===== src/rtl/hash_pkg.sv =====
// Shared types and constants for the hash core scheduler.
// Imported by the scheduler top and its sub-modules.
package hash_pkg;

  localparam int WORD_W = 32;
  localparam int BYTES  = 4;

  typedef enum logic [1:0] {
    IDLE,
    ISSUE,
    WAIT,
    RESP
  } sched_state_t;

endpackage


===== src/rtl/hash_sched_rr_picker.sv =====
// Combinational round-robin picker: first set request
// searching upward from last_grant+1, with wrap.
module rr_picker #(
  parameter  int N_REQ = 4,
  localparam int GW    = $clog2(N_REQ)
) (
  input  logic [N_REQ-1:0] req,
  input  logic [GW-1:0]    last_grant,
  output logic [N_REQ-1:0] grant,
  output logic [GW-1:0]    idx,
  output logic             any
);

  logic [GW-1:0] j;

  always_comb begin
    grant = '0;
    idx   = '0;
    any   = 1'b0;
    j     = '0;
    for (int i = 0; i < N_REQ; i++) begin
      j = GW'((int'(last_grant) + 1 + i) % N_REQ);
      if (!any && req[j]) begin
        grant[j] = 1'b1;
        idx      = j;
        any      = 1'b1;
      end
    end
  end

endmodule


===== src/rtl/hash_sched.sv =====
// Round-robin scheduler sharing one hash core among N_REQ
// requesters, with a watchdog that turns a hung core into an error.
module hash_sched
  import hash_pkg::*;
#(
  parameter  int N_REQ   = 4,
  parameter  int TIMEOUT = 64,
  localparam int GW      = $clog2(N_REQ)
) (
  input  logic                    clk,
  input  logic                    rst,
  input  logic [N_REQ-1:0]        req_valid,
  output logic [N_REQ-1:0]        req_ready,
  input  logic [N_REQ*WORD_W-1:0] req_msg,
  input  logic [N_REQ*WORD_W-1:0] req_iv,
  output logic [N_REQ-1:0]        rsp_valid,
  input  logic [N_REQ-1:0]        rsp_ready,
  output logic [WORD_W-1:0]       rsp_digest,
  output logic                    rsp_error,
  output logic                    core_start,
  output logic [WORD_W-1:0]       core_m,
  output logic [WORD_W-1:0]       core_iv,
  input  logic [WORD_W-1:0]       core_d,
  input  logic                    core_done,
  output logic                    busy,
  output logic [GW-1:0]           grant_id
);

  localparam int WDW = $clog2(TIMEOUT);

  sched_state_t      state_q, state_d;
  logic [GW-1:0]     last_q, grant_q, pick_idx;
  logic [N_REQ-1:0]  pick_oh;
  logic              pick_any;
  logic [WORD_W-1:0] msg_q, iv_q, digest_q;
  logic              err_q;
  logic [WDW-1:0]    wd_q;
  logic              wd_exp;

  rr_picker #(.N_REQ(N_REQ)) u_pick (
    .req        (req_valid),
    .last_grant (last_q),
    .grant      (pick_oh),
    .idx        (pick_idx),
    .any        (pick_any)
  );

  assign wd_exp     = (wd_q == WDW'(TIMEOUT - 1));
  assign busy       = (state_q != IDLE);
  assign core_m     = msg_q;
  assign core_iv    = iv_q;
  assign grant_id   = grant_q;
  assign rsp_digest = (state_q == RESP) ? digest_q : '0;
  assign rsp_error  = (state_q == RESP) && err_q;

  always_comb begin
    state_d    = state_q;
    req_ready  = '0;
    rsp_valid  = '0;
    core_start = 1'b0;
    unique case (state_q)
      IDLE: begin
        if (pick_any) begin
          req_ready = pick_oh;
          state_d   = ISSUE;
        end
      end
      ISSUE: begin
        core_start = 1'b1;
        state_d    = WAIT;
      end
      WAIT: begin
        if (core_done || wd_exp) state_d = RESP;
      end
      RESP: begin
        rsp_valid[grant_q] = 1'b1;
        if (rsp_ready[grant_q]) state_d = IDLE;
      end
      default: state_d = IDLE;
    endcase
  end

  always_ff @(posedge clk) begin
    if (rst) begin
      state_q  <= IDLE;
      last_q   <= GW'(N_REQ - 1);
      grant_q  <= '0;
      msg_q    <= '0;
      iv_q     <= '0;
      digest_q <= '0;
      err_q    <= 1'b0;
      wd_q     <= '0;
    end else begin
      state_q <= state_d;
      unique case (state_q)
        IDLE: begin
          if (pick_any) begin
            grant_q <= pick_idx;
            msg_q   <= req_msg[pick_idx*WORD_W +: WORD_W];
            iv_q    <= req_iv[pick_idx*WORD_W +: WORD_W];
          end
        end
        ISSUE: wd_q <= '0;
        WAIT: begin
          // done wins over a watchdog expiry in the same cycle
          if (core_done) begin
            digest_q <= core_d;
            err_q    <= 1'b0;
          end else if (wd_exp) begin
            digest_q <= '0;
            err_q    <= 1'b1;
          end else begin
            wd_q <= wd_q + 1'b1;
          end
        end
        RESP: begin
          if (rsp_ready[grant_q]) last_q <= grant_q;
        end
        default: ;
      endcase
    end
  end

endmodule

===== config.mk =====
export PLATFORM = sky130hd
export DESIGN_NAME = hash_sched
export DESIGN_NICKNAME = d
export VERILOG_FILES = /design/src/rtl/hash_pkg.sv /design/src/rtl/hash_sched_rr_picker.sv /design/src/rtl/hash_sched.sv
export SDC_FILE = /design/constraint.sdc
export NUM_CORES = 1
export LEC_CHECK = 0
export BUFFER_PORTS_ARGS = -buffer_cell sky130_fd_sc_hd__buf_2
export CORE_AREA = 2 2 193 119
export DETAILED_ROUTE_END_ITERATION = 8
export DIE_AREA = 0 0 195 121
export GPL_ROUTABILITY_DRIVEN = 0
export PLACE_DENSITY = 0.65
export SLEW_MARGIN = 30
export SYNTH_ARGS = -nofsm -noshare
export SYNTH_HDL_FRONTEND = slang
export SYNTH_SLANG_ARGS = --single-unit

===== constraint.sdc =====
create_clock -name clk -period 8.8 [get_ports clk]
set_input_delay 1.76 -clock clk [delete_from_list [all_inputs] [get_ports clk]]
set_output_delay 1.76 -clock clk [all_outputs]
set_load 0.01 [all_outputs]

# Word-level counts from Yosys, hierarchy flattened

Index checks and enable logic that the tools add are counted.

Word-level logic and storage cells: 107
Output and inout port bits: 109
Register bits after elaboration: 109

Mux-type cells: 48
Bitwise gates (word level): 3
Eq/ne operators: 9
Magnitude comparators: 10
Add/sub/neg operators: 5
Shift operators: 2
Reductions and logical operators: 22

Operators with widths:

| cell                                                               | count |
|---|---|
| variable part select 128 x 8 -> 32 bit                             | 2 |
| 2-to-1 mux 32 bit                                                  | 3 |
| 2-to-1 mux 4 bit                                                   | 7 |
| 2-to-1 mux 1 bit                                                   | 17 |
| < comparator 2 x 3 -> 1 bit (second input constant)                | 5 |
| 2-to-1 mux 2 bit                                                   | 7 |
| 2-to-1 mux 6 bit                                                   | 2 |
| bitwise OR 4 bit                                                   | 3 |
| case mux 6 bit (2 select lines)                                    | 1 |
| binary-select mux 1 bit (select 2 bit)                             | 5 |
| demux 1 bit (select 2 bit)                                         | 5 |
| greater-or-equal comparator 2 x 1 -> 1 bit (second input constant) | 5 |
| logical AND 1 bit                                                  | 9 |
| != test 2 bit (second input constant)                              | 4 |
| case mux 2 bit (4 select lines)                                    | 1 |
| adder 6 x 1 -> 6 bit (second input constant)                       | 1 |
| == test 6 bit (second input constant)                              | 1 |
| AND reduction 2 bit                                                | 3 |
| AND reduction 3 bit                                                | 2 |
| nonzero test 2 bit                                                 | 3 |
| adder 2 x 1 -> 2 bit (second input constant)                       | 2 |
| adder 2 bit (second input constant)                                | 2 |
| == test 2 bit (second input constant)                              | 2 |
| logical NOT 1 bit                                                  | 3 |
| other kinds (4)                                                    | 4 |

# Depth between registers and ports, before layout

Gate-level depths: netlist of run 1.

Depth after elaboration: 15
Gate-level depth with buffers: 13
Gate-level depth less buffers: 9

# Cells and area by module

A second synthesis of run 1 with hierarchy kept.

Cells, all modules: 624
Area, all modules: 6125.9 µm²

By module, submodules not included:

| module     | cells each | area each (µm²) | times used | seq. area each (µm²) |
|---|---|---|---|---|
| hash_sched | 555        | 5587.9          | 1          | 2182.1 |
| rr_picker  | 69         | 538.0           | 1          | 0.0 |

# Worst setup path before layout of run 1

No wires, ideal clock.

Path kind: input-to-output
Start point: in req_valid[1]
End point: out req_ready[0]
Data arrival time: 3030 ps
Setup slack: 4010 ps
Cell stages on the path: 5
Path through: mux2_2 or4_4 a21oi_4 a221oi_1 nor2_1

Longest elaborated chain between the ends: 14
Elaborated cells on any way between the ends: 27
Those cells by class: mux: 18; bitwise: 3; reduce/logical: 6

RTL lines:

| element                                              | line                       | RTL |
|---|---|---|
| start, declared                                      | hash_sched.sv:12           | `input logic [N_REQ-1:0] req_valid,` |
| binary-select mux 1 bit (select 2 bit)               | hash_sched_rr_picker.sv:23 | `if (!any && req[j]) begin` |
| 2-to-1 mux 1 bit (implied by the code)               | hash_sched_rr_picker.sv:23 |  |
| 2-to-1 mux 1 bit                                     | hash_sched_rr_picker.sv:23 |  |
| logical NOT 1 bit                                    | hash_sched_rr_picker.sv:23 |  |
| logical AND 1 bit                                    | hash_sched_rr_picker.sv:23 |  |
| 2-to-1 mux 1 bit                                     | hash_sched_rr_picker.sv:23 |  |
| logical NOT 1 bit                                    | hash_sched_rr_picker.sv:23 |  |
| logical AND 1 bit                                    | hash_sched_rr_picker.sv:23 |  |
| 2-to-1 mux 1 bit                                     | hash_sched_rr_picker.sv:23 |  |
| logical NOT 1 bit                                    | hash_sched_rr_picker.sv:23 |  |
| logical AND 1 bit                                    | hash_sched_rr_picker.sv:23 |  |
| 2-to-1 mux 4 bit or 2-to-1 mux 1 bit (tied branches) | hash_sched_rr_picker.sv:23 |  |
| 2-to-1 mux 4 bit (*)                                 | hash_sched.sv:63           | `if (pick_any) begin` |
| 2-to-1 mux 4 bit (*)                                 | hash_sched.sv:61           | `unique case (state_q)` |
| end, declared                                        | hash_sched.sv:13           | `output logic [N_REQ-1:0] req_ready,` |

Mark *: on every way between the ends. The rest lies on a longest branch, timed or not. The select of a mux whose other input is x is not followed.

# Worst setup path after layout of run 1

Start point: in req_valid[3]
End point: out req_ready[3]

Same word-level chain as after synthesis.

==> metrics.md, run 1 <==
| Metric | Value |
|---|---|
| Floorplan row count | `42` |
| Area Growth Syn to Fin | `41.9%` |
| H-tree depth | `3` |
| First-pass GRT wire length | `33700 um` |
| Mapped cell area | `6010 um2` |
| Skew final | `0.00855 ns` |
| Power Total | `2.27 mW` |
| DRT iter0 DRCs | `309` |
| Max Freq | `0.191 GHz` |
| Final setup TNS | `0 ns` |
| DP Wirelength | `17800 um` |
| WP data arrival | `3.48 ns` |
| Pre-CTS setup slack | `3.24 ns` |
| Final setup fails | `0` |
| Total CTS buffers | `9` |
| Worst setup path class | `in2out` |
| Placed Cells | `1191` |
| Max layer used | `met5` |
| Max-slew headroom | `41.7%` |
| Yosys warns | `0` |
| Worst-Margin Slew | `0.875 ns` |
| Yosys cell types | `46` |
| Crit-path max FO | `7` |
| DRC Markers | `0` |
| CP required | `7.04 ns` |
| Final WS setup | `3.56 ns` |
| Max_cap viols | `0` |
| # IOs | `408` |
| Routed length on met1 | `10100 um` |
| Drt wl/cell | `18.7 um` |
| CTS sink cnt | `109` |
| Synth Flop Type | `dfxtp_1` |
| Initial Util | `27.6%` |
| Worst VDD drop | `0.115 mV` |
| Routed Antenna Nets | `0` |
| WHS | `0.458 ns` |
| Hold Buf Count CTS | `0` |
| Syn_nets | `850` |
| Outcome | `finished, final reports clean` |
| Crit end category | `primary output` |
| Slew Viols, Final | `0` |
| Root Buffer | `clkbuf_16` |
| Fin. Hold Viols | `0` |
| Routed vias | `6063` |
| RSZ-0062 raised after global routing | `no` |
| Met2 wire len | `10600 um` |
| Core region area | `21800 um2` |
| Port buffer count | `407` |
| Avg Cell Area, Syn | `11.2 um2` |
| Critical path startpoint category | `primary input` |
| Sequential area share after synthesis | `36.3%` |
| Hold Path Class | `reg2reg` |
| Leakage | `4.07 nW` |
| WL met3 | `1590 um` |
| Fin cells | `1210` |
| Via/cell ratio | `5.01` |
| Post-CTS Setup Bufs | `0` |
| Die footprint | `23600 um2` |
| Die W | `195 um` |
| Pin count of the biggest net entering global routing | `65` |
| Post-Route WL | `22600 um` |
| EDFF count, synth | `0` |
| Power Density | `266 nW/um2` |
| Fin crit period | `5.24 ns` |
| CTS tree | `yes` |
| Final nets | `1229` |
| Worst-Skew Late Latency | `0.36 ns` |
| Total gr overflow | `0` |
| Pre-antenna DRT Iters | `5` |
| GRT Total Usage | `18.5%` |
| Layout cell share with drive strength beyond 1 | `54.9%` |
| Crit share post-route | `59.6%` |
| Longest Clk Path Bufs | `2` |
| Yosys reg bits | `109` |
| Fraction of registers with async set/reset | `0%` |
| Post_cts resized | `0` |
| Initial antenna violation count | `3` |
| Clock slew at reported path FFs | `0.07 ns` |
| Number of global-route vias before repair | `5736` |
| Synthesized instance count | `538` |
| Die Y | `121 um` |
-- cells in the mapped netlist, types with 3 or more instances --
cell / count / area share [%]
a21oi_1: 39 / 3.2
a221oi_1: 6 / 0.87
a22o_1: 64 / 9.3
a22oi_1: 5 / 0.62
and2_1: 34 / 3.5
and3_1: 3 / 0.31
buf_1: 3 / 0.19
buf_12: 5 / 1.7
buf_2: 6 / 0.50
clkbuf_1: 29 / 1.8
dfxtp_1: 109 / 36
ha_1: 13 / 2.7
inv_1: 9 / 0.56
mux2i_1: 4 / 0.67
mux4_2: 67 / 25
nand2_1: 41 / 2.6
nand3_1: 34 / 2.8
nand4_1: 3 / 0.31
nor2_1: 27 / 1.7
nor2b_1: 3 / 0.31
xor2_1: 3 / 0.44
-- registers in the layout, summed over array words and instances, names as in the netlist --
| register | count |
|---|---|
| core_m | 32 |
| state_q | 2 |
| last_q | 2 |
| digest_q | 32 |
| core_iv | 32 |
| wd_q | 6 |
| grant_id | 2 |
| err_q | 1 |
-- worst paths after layout --
kind / slack, ns / start / endpoint / cells after the start
max: 3.56 / req_valid[3] / req_ready[3] / 9
min: 0.46 / err_q / err_q / 2
max reg2reg: 3.89 / last_q[0] / core_iv[7] / 11
min reg2reg: 0.46 / err_q / err_q / 2
-- power by group --
group | internal, mW | total (mW) | switching, mW
clock | 0.223 | 0.416 | 0.193
combinational | 0.541 | 1.11 | 0.567
sequential | 0.649 | 0.751 | 0.101
total | 1.41 | 2.27 | 0.862
-- area by class of cell --
cell class / instances / area [um2]
Fill cell: 2160 / 13200
Multi-Input combinational cell: 373 / 3550
Sequential cell: 109 / 2180
Timing Repair Buffer: 415 / 2110
Tap cell: 286 / 358
Clock buffer: 11 / 233
Clock inverter: 5 / 60.1
Inverter: 9 / 33.8
Antenna cell: 2 / 5.00
-- through the flow --
stage,instance area [um2],utilization (%)
after global placement,8210,37.8
final,8530,39.2
after detailed placement,8220,37.8
after CTS,8510,39.1
after floorplan,6010,-
after global routing,8530,39.2
-- worst max-delay path, cell delays in order --
cell	delay, ns
buf_2	0.14
mux2i_1	0.46
mux2i_4	0.18
nor2b_1	0.37
a22oi_1	0.13
nor2_1	0.13
a221oi_1	0.06
nor2_1	0.10
buf_2	0.15
-- per-layer routing --
metal	global-route usage, %	vias to the layer above
met3	5.14	18
met5	0	-
met1	25.0	2988
li1	-	2823
met4	4.77	2
met2	29.1	232
-- kinds of logic after synthesis --
group	after synthesis	share of synthesized area, %
compound gates	128	16.1
xor+xnor	4	0.583
fa+ha+maj	13	2.71
buf+inv	56	5.24
flops	109	36.3
mux	74	26.5
simple gates	154	12.6
-- cells in the final DEF (no fill, tap or decap), drive strengths merged, types with 3 or more instances in the layout --
cell type	count
mux4	67
ha	13
xor2	3
inv	10
dfxtp	109
and2	34
nor2b	3
a21oi	41
clkbuf	11
buf	415
and3	3
nand2	41
a22oi	5
nand4	3
a22o	64
a221oi	6
nand3	34
nor2	27
mux2i	5
No activity file was read; power rests on OpenSTA's default activity.
==> run 2: changes to the inputs <==
--- a/config.mk
+++ b/config.mk
@@ -5,12 +5,13 @@
 export SDC_FILE = /design/constraint.sdc
 export NUM_CORES = 1
 export LEC_CHECK = 0
+export ABC_AREA = 1
 export BUFFER_PORTS_ARGS = -buffer_cell sky130_fd_sc_hd__buf_2
-export CORE_AREA = 2 2 193 119
+export CORE_AREA = 2 2 220 135
 export DETAILED_ROUTE_END_ITERATION = 8
-export DIE_AREA = 0 0 195 121
+export DIE_AREA = 0 0 222 137
 export GPL_ROUTABILITY_DRIVEN = 0
-export PLACE_DENSITY = 0.65
+export PLACE_DENSITY = 0.62
 export SLEW_MARGIN = 30
 export SYNTH_ARGS = -nofsm -noshare
 export SYNTH_HDL_FRONTEND = slang
==> constraint.sdc (replaced) <==
create_clock -name clk -period 5.49 [get_ports clk]
set_input_delay 1.098 -clock clk [delete_from_list [all_inputs] [get_ports clk]]
set_output_delay 1.098 -clock clk [all_outputs]
set_load 0.01 [all_outputs]
==> run 2 against run 1 <==
Effect of this change:
- count of clock-buffer cells in the layout decreased by 2
- clock power is 71% higher
- critical path depth rose by 2
- cell area up 23%
- synthesized area grew 31%
- worst setup slack worse by 2.2 ns
- core utilization fell by 2.3 points
- critical path type is now reg2out
- critical endpoint unchanged
- largest cell class unchanged
==> metrics.md, run 2 <==
| Metric | Value |
|---|---|
| Commonest non-fill, non-tap cell in the layout | `buf_2 (unchanged)` |
| Total gr overflow | `0 (unchanged)` |
| Routed vias | `9487 (was 6063)` |
| Placed Cells | `2071 (was 1191)` |
| Worst-Margin Slew | `0.889 ns (was 0.875 ns)` |
| Fin crit period | `4.11 ns` |
| Area leader, netlist | `dfxtp_1 (unchanged)` |
| CTS tree | `yes (unchanged)` |
| Crit share post-route | `74.8%` |
| Count leader, synth | `nand2_1 (was dfxtp_1)` |
| Worst setup path class | `reg2out (was in2out)` |
| Most frequent cells in the layout | `buf_2 (406), nand2_1 (332), inv_1 (254), nand3_1 (245), nor2_1 (205) (was buf_2 (407), dfxtp_1 (109), mux4_2 (67), a22o_1 (64), nand2_1 (40))` |
| DP Wirelength | `21600 um (was 17800 um)` |
| Floorplan row count | `48 (was 42)` |
| Mapped cell area | `7860 um2 (was 6010 um2)` |
| CP required | `4.39 ns (was 7.04 ns)` |
| # IOs | `408 (unchanged)` |
| Drt wl/cell | `14.0 um (was 18.7 um)` |
| Pin count of the biggest net entering global routing | `104 (was 65)` |
| Port buffer count | `407 (unchanged)` |
| Final setup fails | `0 (unchanged)` |
| WP data arrival | `3.01 ns (was 3.48 ns)` |
| CTS sink cnt | `109 (unchanged)` |
| Max_cap viols | `0 (unchanged)` |
| Hold Path Class | `reg2reg (unchanged)` |
| Final nets | `2021 (was 1229)` |
| Pre-antenna DRT Iters | `5 (unchanged)` |
| Number of global-route vias before repair | `8924 (was 5736)` |
| Hold Buf Count CTS | `0 (unchanged)` |
| Syn_nets | `1672 (was 850)` |
| Fin cells | `2092 (was 1210)` |
| Slew Viols, Final | `0 (unchanged)` |
| Yosys warns | `0 (unchanged)` |
| Crit-path max FO | `15 (was 7)` |
| Synth Flop Type | `dfxtp_1 (unchanged)` |
| First-pass GRT wire length | `44900 um (was 33700 um)` |
| Avg Cell Area, Syn | `5.78 um2 (was 11.2 um2)` |
| Max Freq | `0.244 GHz` |
| Post-Route WL | `29200 um (was 22600 um)` |
| Post-CTS Setup Bufs | `0 (unchanged)` |
| Crit end category | `primary output (unchanged)` |
| Worst-Skew Late Latency | `0.39 ns (was 0.36 ns)` |
| Total CTS buffers | `9 (unchanged)` |
| Post-synth top area share | `27.8% (was 36.3%)` |
| Power Total | `4.71 mW (was 2.27 mW)` |
| GRT Total Usage | `18.6% (was 18.5%)` |
| Post-synth top cells | `nand2_1 (334), inv_1 (255), nand3_1 (245), nor2_1 (205), dfxtp_1 (109) (was dfxtp_1 (109), mux4_2 (67), a22o_1 (64), nand2_1 (41), a21oi_1 (39))` |
| Power Density | `449 nW/um2 (was 266 nW/um2)` |
| Final setup TNS | `0 ns (unchanged)` |
| Outcome | `finished, final reports clean (unchanged)` |
| Die Y | `137 um (was 121 um)` |
| DRC Markers | `0 (unchanged)` |
| Fin. Hold Viols | `0 (unchanged)` |
| EDFF count, synth | `0 (unchanged)` |
| Final WS setup | `1.38 ns (was 3.56 ns)` |
| Critical path startpoint category | `flop (was primary input)` |
| Area Growth Syn to Fin | `33.4% (was 41.9%)` |
| RSZ-0062 raised after global routing | `no (unchanged)` |
| Yosys reg bits | `109 (unchanged)` |
| Routed Antenna Nets | `0 (unchanged)` |
| Initial Util | `27.7% (was 27.6%)` |
| Skew final | `0.0101 ns (was 0.00855 ns)` |
| Root Buffer | `clkbuf_16 (unchanged)` |
| Pre-CTS setup slack | `1.63 ns (was 3.24 ns)` |
| Worst VDD drop | `0.330 mV (was 0.115 mV)` |
| Die footprint | `30400 um2 (was 23600 um2)` |
| Layout cell share with drive strength beyond 1 | `28.2% (was 54.9%)` |
| Via/cell ratio | `4.53 (was 5.01)` |
| Synth top area cells | `dfxtp_1 (28%), nand2_1 (16%), nand3_1 (16%) (was dfxtp_1 (36%), mux4_2 (25%), a22o_1 (9.3%))` |
| Longest Clk Path Bufs | `2 (unchanged)` |
| Die W | `222 um (was 195 um)` |
| Max-slew headroom | `40.7% (was 41.7%)` |
| Clock slew at reported path FFs | `0.09 ns (was 0.07 ns)` |
| H-tree depth | `3 (unchanged)` |
| Synthesized instance count | `1360 (was 538)` |
| Leakage | `6.28 nW (was 4.07 nW)` |
| Fraction of registers with async set/reset | `0% (unchanged)` |
| Core region area | `28400 um2 (was 21800 um2)` |
| Sequential area share after synthesis | `27.8% (was 36.3%)` |
| Yosys cell types | `33 (was 46)` |
| Post_cts resized | `0 (unchanged)` |
| Initial antenna violation count | `4 (was 3)` |
| DRT iter0 DRCs | `495 (was 309)` |
| Fillcell total | `3137 (was 2160)` |
## run 2: logic make-up (layout without fill, tap and decap cells)
group	count (synthesis)	in the layout	share of synthesized area, %
xor gates and xnor gates	1	1	0.111
DFF	109	109	27.8
AOI/OAI and AO/OA	61	61	4.60
buffers and inverters	340	694	17.4
other	0	3	0
and+or+nand+nor	836	836	48.1
adders and majority gates	13	13	2.07
## run 2: worst max-delay path, cell delays in order (launching register included)
cell and delay (ns):
dfxtp_1 0.64, inv_2 0.22, ha_1 0.43, inv_1 0.11, nand3_2 0.09, nand2_2 0.09, nor2_4 0.19, nand2_1 0.16
nor2_1 0.28, a221oi_1 0.14, nor2_1 0.12, buf_2 0.15
## run 2: cell type report
cell class / count / area, um2 / share of cell area, %
diodes: 3 / 7.51 / 0.0716
clock buffers: 9 / 225 / 2.15
clock inverters: 7 / 83.8 / 0.799
inverters: 258 / 970 / 9.25
multi-input cells: 911 / 4340 / 41.4
flip-flops and latches: 109 / 2180 / 20.8
well taps: 375 / 469 / 4.47
repair buffers: 420 / 2210 / 21.1
## run 2: power breakdown
group | internal [mW] | switching [mW] | total, mW
combinational | 0.991 | 1.80 | 2.79
clock | 0.329 | 0.383 | 0.712
sequential | 1.06 | 0.148 | 1.21
total | 2.38 | 2.33 | 4.71
## run 2: per-stage QoR
step | area (um2) | util, % | hold WS [ns]
after floorplan | 7860 | - | 0.438
final | 10500 | 36.9 | 0.470
after detailed placement | 10100 | 35.6 | 0.453
after global routing | 10500 | 36.9 | 0.503
after global placement | 10100 | 35.6 | 0.451
after CTS | 10400 | 36.7 | 0.472
## run 2: final timing paths
check / start / to / slack, ns / cells after the start
min: err_q / err_q / 0.47 / 2
min reg2reg: err_q / err_q / 0.47 / 2
max: last_q[0] / req_ready[3] / 1.38 / 11
max reg2reg: last_q[0] / core_iv[3] / 1.73 / 15
## run 2: metal layers
layer  wire, um  track usage, %  up-vias
met3       1970            5.65       23
met4        335            4.28        2
li1           -               -     4838
met1      13200            23.2     4336
met2      13700            31.5      288
met5          7               0        -
==> run 3: changes to the inputs <==
--- a/config.mk
+++ b/config.mk
@@ -11,7 +11,7 @@
 export DETAILED_ROUTE_END_ITERATION = 8
 export DIE_AREA = 0 0 222 137
 export GPL_ROUTABILITY_DRIVEN = 0
-export PLACE_DENSITY = 0.62
+export PLACE_DENSITY = 0.63
 export SLEW_MARGIN = 30
 export SYNTH_ARGS = -nofsm -noshare
 export SYNTH_HDL_FRONTEND = slang
==> constraint.sdc (replaced) <==
create_clock -name clk -period 3.4 [get_ports clk]
set_input_delay 0.68 -clock clk [delete_from_list [all_inputs] [get_ports clk]]
set_output_delay 0.68 -clock clk [all_outputs]
set_load 0.01 [all_outputs]
==> run 3 against run 2 <==
Effect of this change:
- routed wire length is essentially flat
- flip-flop and latch count is the same
- clock skew grew 0.0035 ns
- global-route usage grew 0.16 points
- register-to-register slack lost 1.2 ns
- count of clock-buffer cells in the layout is the same
==> metrics.md, run 3 (same netlist as run 2, synthesis figures left out) <==
| Metric | Value |
|---|---|
| Initial antenna violation count | `6 (was 4)` |
| Worst-Margin Slew | `0.732 ns (was 0.889 ns)` |
| Non-Filler Cell Area, Final | `10500 um2 (about the same)` |
| Fin crit period | `3.14 ns` |
| Die Y | `137 um (unchanged)` |
| H-tree depth | `3 (unchanged)` |
| Skew final | `0.0136 ns (was 0.0101 ns)` |
| CP required | `2.72 ns (was 4.39 ns)` |
| Longest Clk Path Bufs | `2 (unchanged)` |
| Final WS setup | `0.258 ns (was 1.38 ns)` |
| CTS sink cnt | `109 (unchanged)` |
| Reg2reg end | `core_m[0] (was core_iv[3])` |
| RSZ-0062 raised after global routing | `no (unchanged)` |
| Worst setup path class | `reg2out (unchanged)` |
| Pre-antenna DRT Iters | `4 (was 5)` |
| Clock slew at reported path FFs | `0.09 ns (about the same)` |
| Total CTS buffers | `9 (unchanged)` |
| Final setup TNS | `0 ns (unchanged)` |
| Die footprint | `30400 um2 (unchanged)` |
| Crit share post-route | `92.4%` |
| Reg2reg setup slack | `0.55 ns (was 1.73 ns)` |
| Worst-Skew Late Latency | `0.38 ns (was 0.39 ns)` |
| Worst VDD drop | `0.486 mV (was 0.330 mV)` |
| Crit-path max FO | `13 (was 15)` |
| Hold Path Class | `reg2reg (unchanged)` |
| Outcome | `finished, final reports clean (unchanged)` |
| Leakage | `6.28 nW (about the same)` |
| Area Growth Syn to Fin | `33.4% (about the same)` |
| Number of global-route vias before repair | `8897 (was 8924)` |
| Via/cell ratio | `4.54 (was 4.53)` |
| Crit end category | `primary output (unchanged)` |
| Slew Viols, Final | `0 (unchanged)` |
| Beginning of the worst hold path | `err_q (unchanged)` |
| DP Wirelength | `21700 um (was 21600 um)` |
| DRC Markers | `0 (unchanged)` |
| Post-Route WL | `29200 um (about the same)` |
| WP data arrival | `2.46 ns (was 3.01 ns)` |
| Initial Util | `27.7% (unchanged)` |
| Path depth of the worst reg2reg path | `14 (was 15)` |
| Layout cell share with drive strength beyond 1 | `28.4% (was 28.2%)` |
| GRT Total Usage | `18.7% (was 18.6%)` |
| Hold Buf Count CTS | `0 (unchanged)` |
| Hold Path Cell Cnt | `2 (unchanged)` |
| Max-slew headroom | `51.2% (was 40.7%)` |
| Pin count of the biggest net entering global routing | `98 (was 104)` |
| Pre-CTS setup slack | `0.417 ns (was 1.63 ns)` |
| Core region area | `28400 um2 (unchanged)` |
| DRT iter0 DRCs | `517 (was 495)` |
| Crit path from | `last_q[0] (unchanged)` |
| Drt wl/cell | `13.9 um (was 14.0 um)` |
| Total gr overflow | `0 (unchanged)` |
| Max_cap viols | `0 (unchanged)` |
| Max Freq | `0.318 GHz` |
| Floorplan row count | `48 (unchanged)` |
| Fillcell total | `3143 (was 3137)` |
| Root Buffer | `clkbuf_16 (unchanged)` |
| # IOs | `408 (unchanged)` |
| Routed vias | `9499 (was 9487)` |
| Final setup fails | `0 (unchanged)` |
| Power Density | `720 nW/um2 (was 449 nW/um2)` |
| Critical R2R Launch | `last_q[0] (unchanged)` |
| Routed Antenna Nets | `0 (unchanged)` |
| Hold endpoint | `err_q (unchanged)` |
| Post-placement cell area | `10200 um2 (was 10100 um2)` |
| First-pass GRT wire length | `45200 um (was 44900 um)` |
| Die W | `222 um (unchanged)` |
| Final nets | `2023 (was 2021)` |
| Most frequent cells in the layout | `buf_2 (406), nand2_1 (332), inv_1 (254), nand3_1 (245), nor2_1 (204) (was buf_2 (406), nand2_1 (332), inv_1 (254), nand3_1 (245), nor2_1 (205))` |
| Critical path startpoint category | `flop (unchanged)` |
| Post-CTS Setup Bufs | `0 (unchanged)` |
| CTS tree | `yes (unchanged)` |
| Fin. Hold Viols | `0 (unchanged)` |
| Commonest non-fill, non-tap cell in the layout | `buf_2 (unchanged)` |
| Port buffer count | `407 (unchanged)` |
## run 3: per-stage QoR
step | utilization, % | power, mW | instances | hold slack (ns)
final | 36.9 | 7.55 | 2094 | 0.465
after detailed placement | 35.8 | 6.47 | 2075 | 0.448
after CTS | 36.9 | 7.65 | 2091 | 0.466
after global placement | 35.8 | 6.39 | 2075 | 0.449
after floorplan | - | 5.03 | 1360 | 0.438
after global routing | 36.9 | 8.28 | 2094 | 0.485
## run 3: routing by layer
layer	up-vias	part of all wire, %	GRT usage, %
met2	321	46	30.7
li1	4844	-	-
met3	33	7.2	5.88
met4	2	2.0	5.71
met5	-	0.024	0
met1	4299	45	23.6
## run 3: repair_timing
| item | CTS | global route |
|---|---|---|
| resized for setup | 0 | 3 |
| endpoints found under the hold margin | 0 | 0 |
| setup endpoints to repair | 0 | 4 |
## run 3: worst max-delay path, stage by stage (launching register included)
cell      delay, ns
dfxtp_1        0.35
inv_2          0.12
ha_1           0.41
inv_1          0.11
nand3_2        0.10
nand2_2        0.09
nor2_4         0.20
nand2_1        0.19
nor2_4         0.17
a221oi_1       0.09
nor2_1         0.11
buf_2          0.14
## run 3: cell type report
| cell class | instances | area [um2] | area share [%] |
|---|---|---|---|
| Antenna cell | 3 | 7.51 | 0.0716 |
| Clock buffer | 9 | 225 | 2.15 |
| Clock inverter | 7 | 86.3 | 0.823 |
| Inverter | 258 | 970 | 9.24 |
| Multi-Input combinational cell | 911 | 4350 | 41.4 |
| Sequential cell | 109 | 2180 | 20.8 |
| Tap cell | 375 | 469 | 4.47 |
| Timing Repair Buffer | 422 | 2200 | 21.0 |
## run 3: worst max-delay path by stage
stage / end / slack (ns) / depth (start not counted)
global placement: core_m[0] / 0.53 / 14
CTS: req_ready[3] / 0.07 / 11
floorplan: req_ready[0] / 0.78 / 10
finish: req_ready[3] / 0.26 / 11
global route: req_ready[3] / 0.05 / 11
detailed placement: core_m[0] / 0.42 / 14
## run 3: report_power, final
part           internal (mW)  total, mW  leakage [nW]  switching [mW]
Sequential              1.71       1.95         0.897           0.237
Clock                  0.533       1.13         0.151           0.598
Combinational           1.55       4.47          5.23            2.92
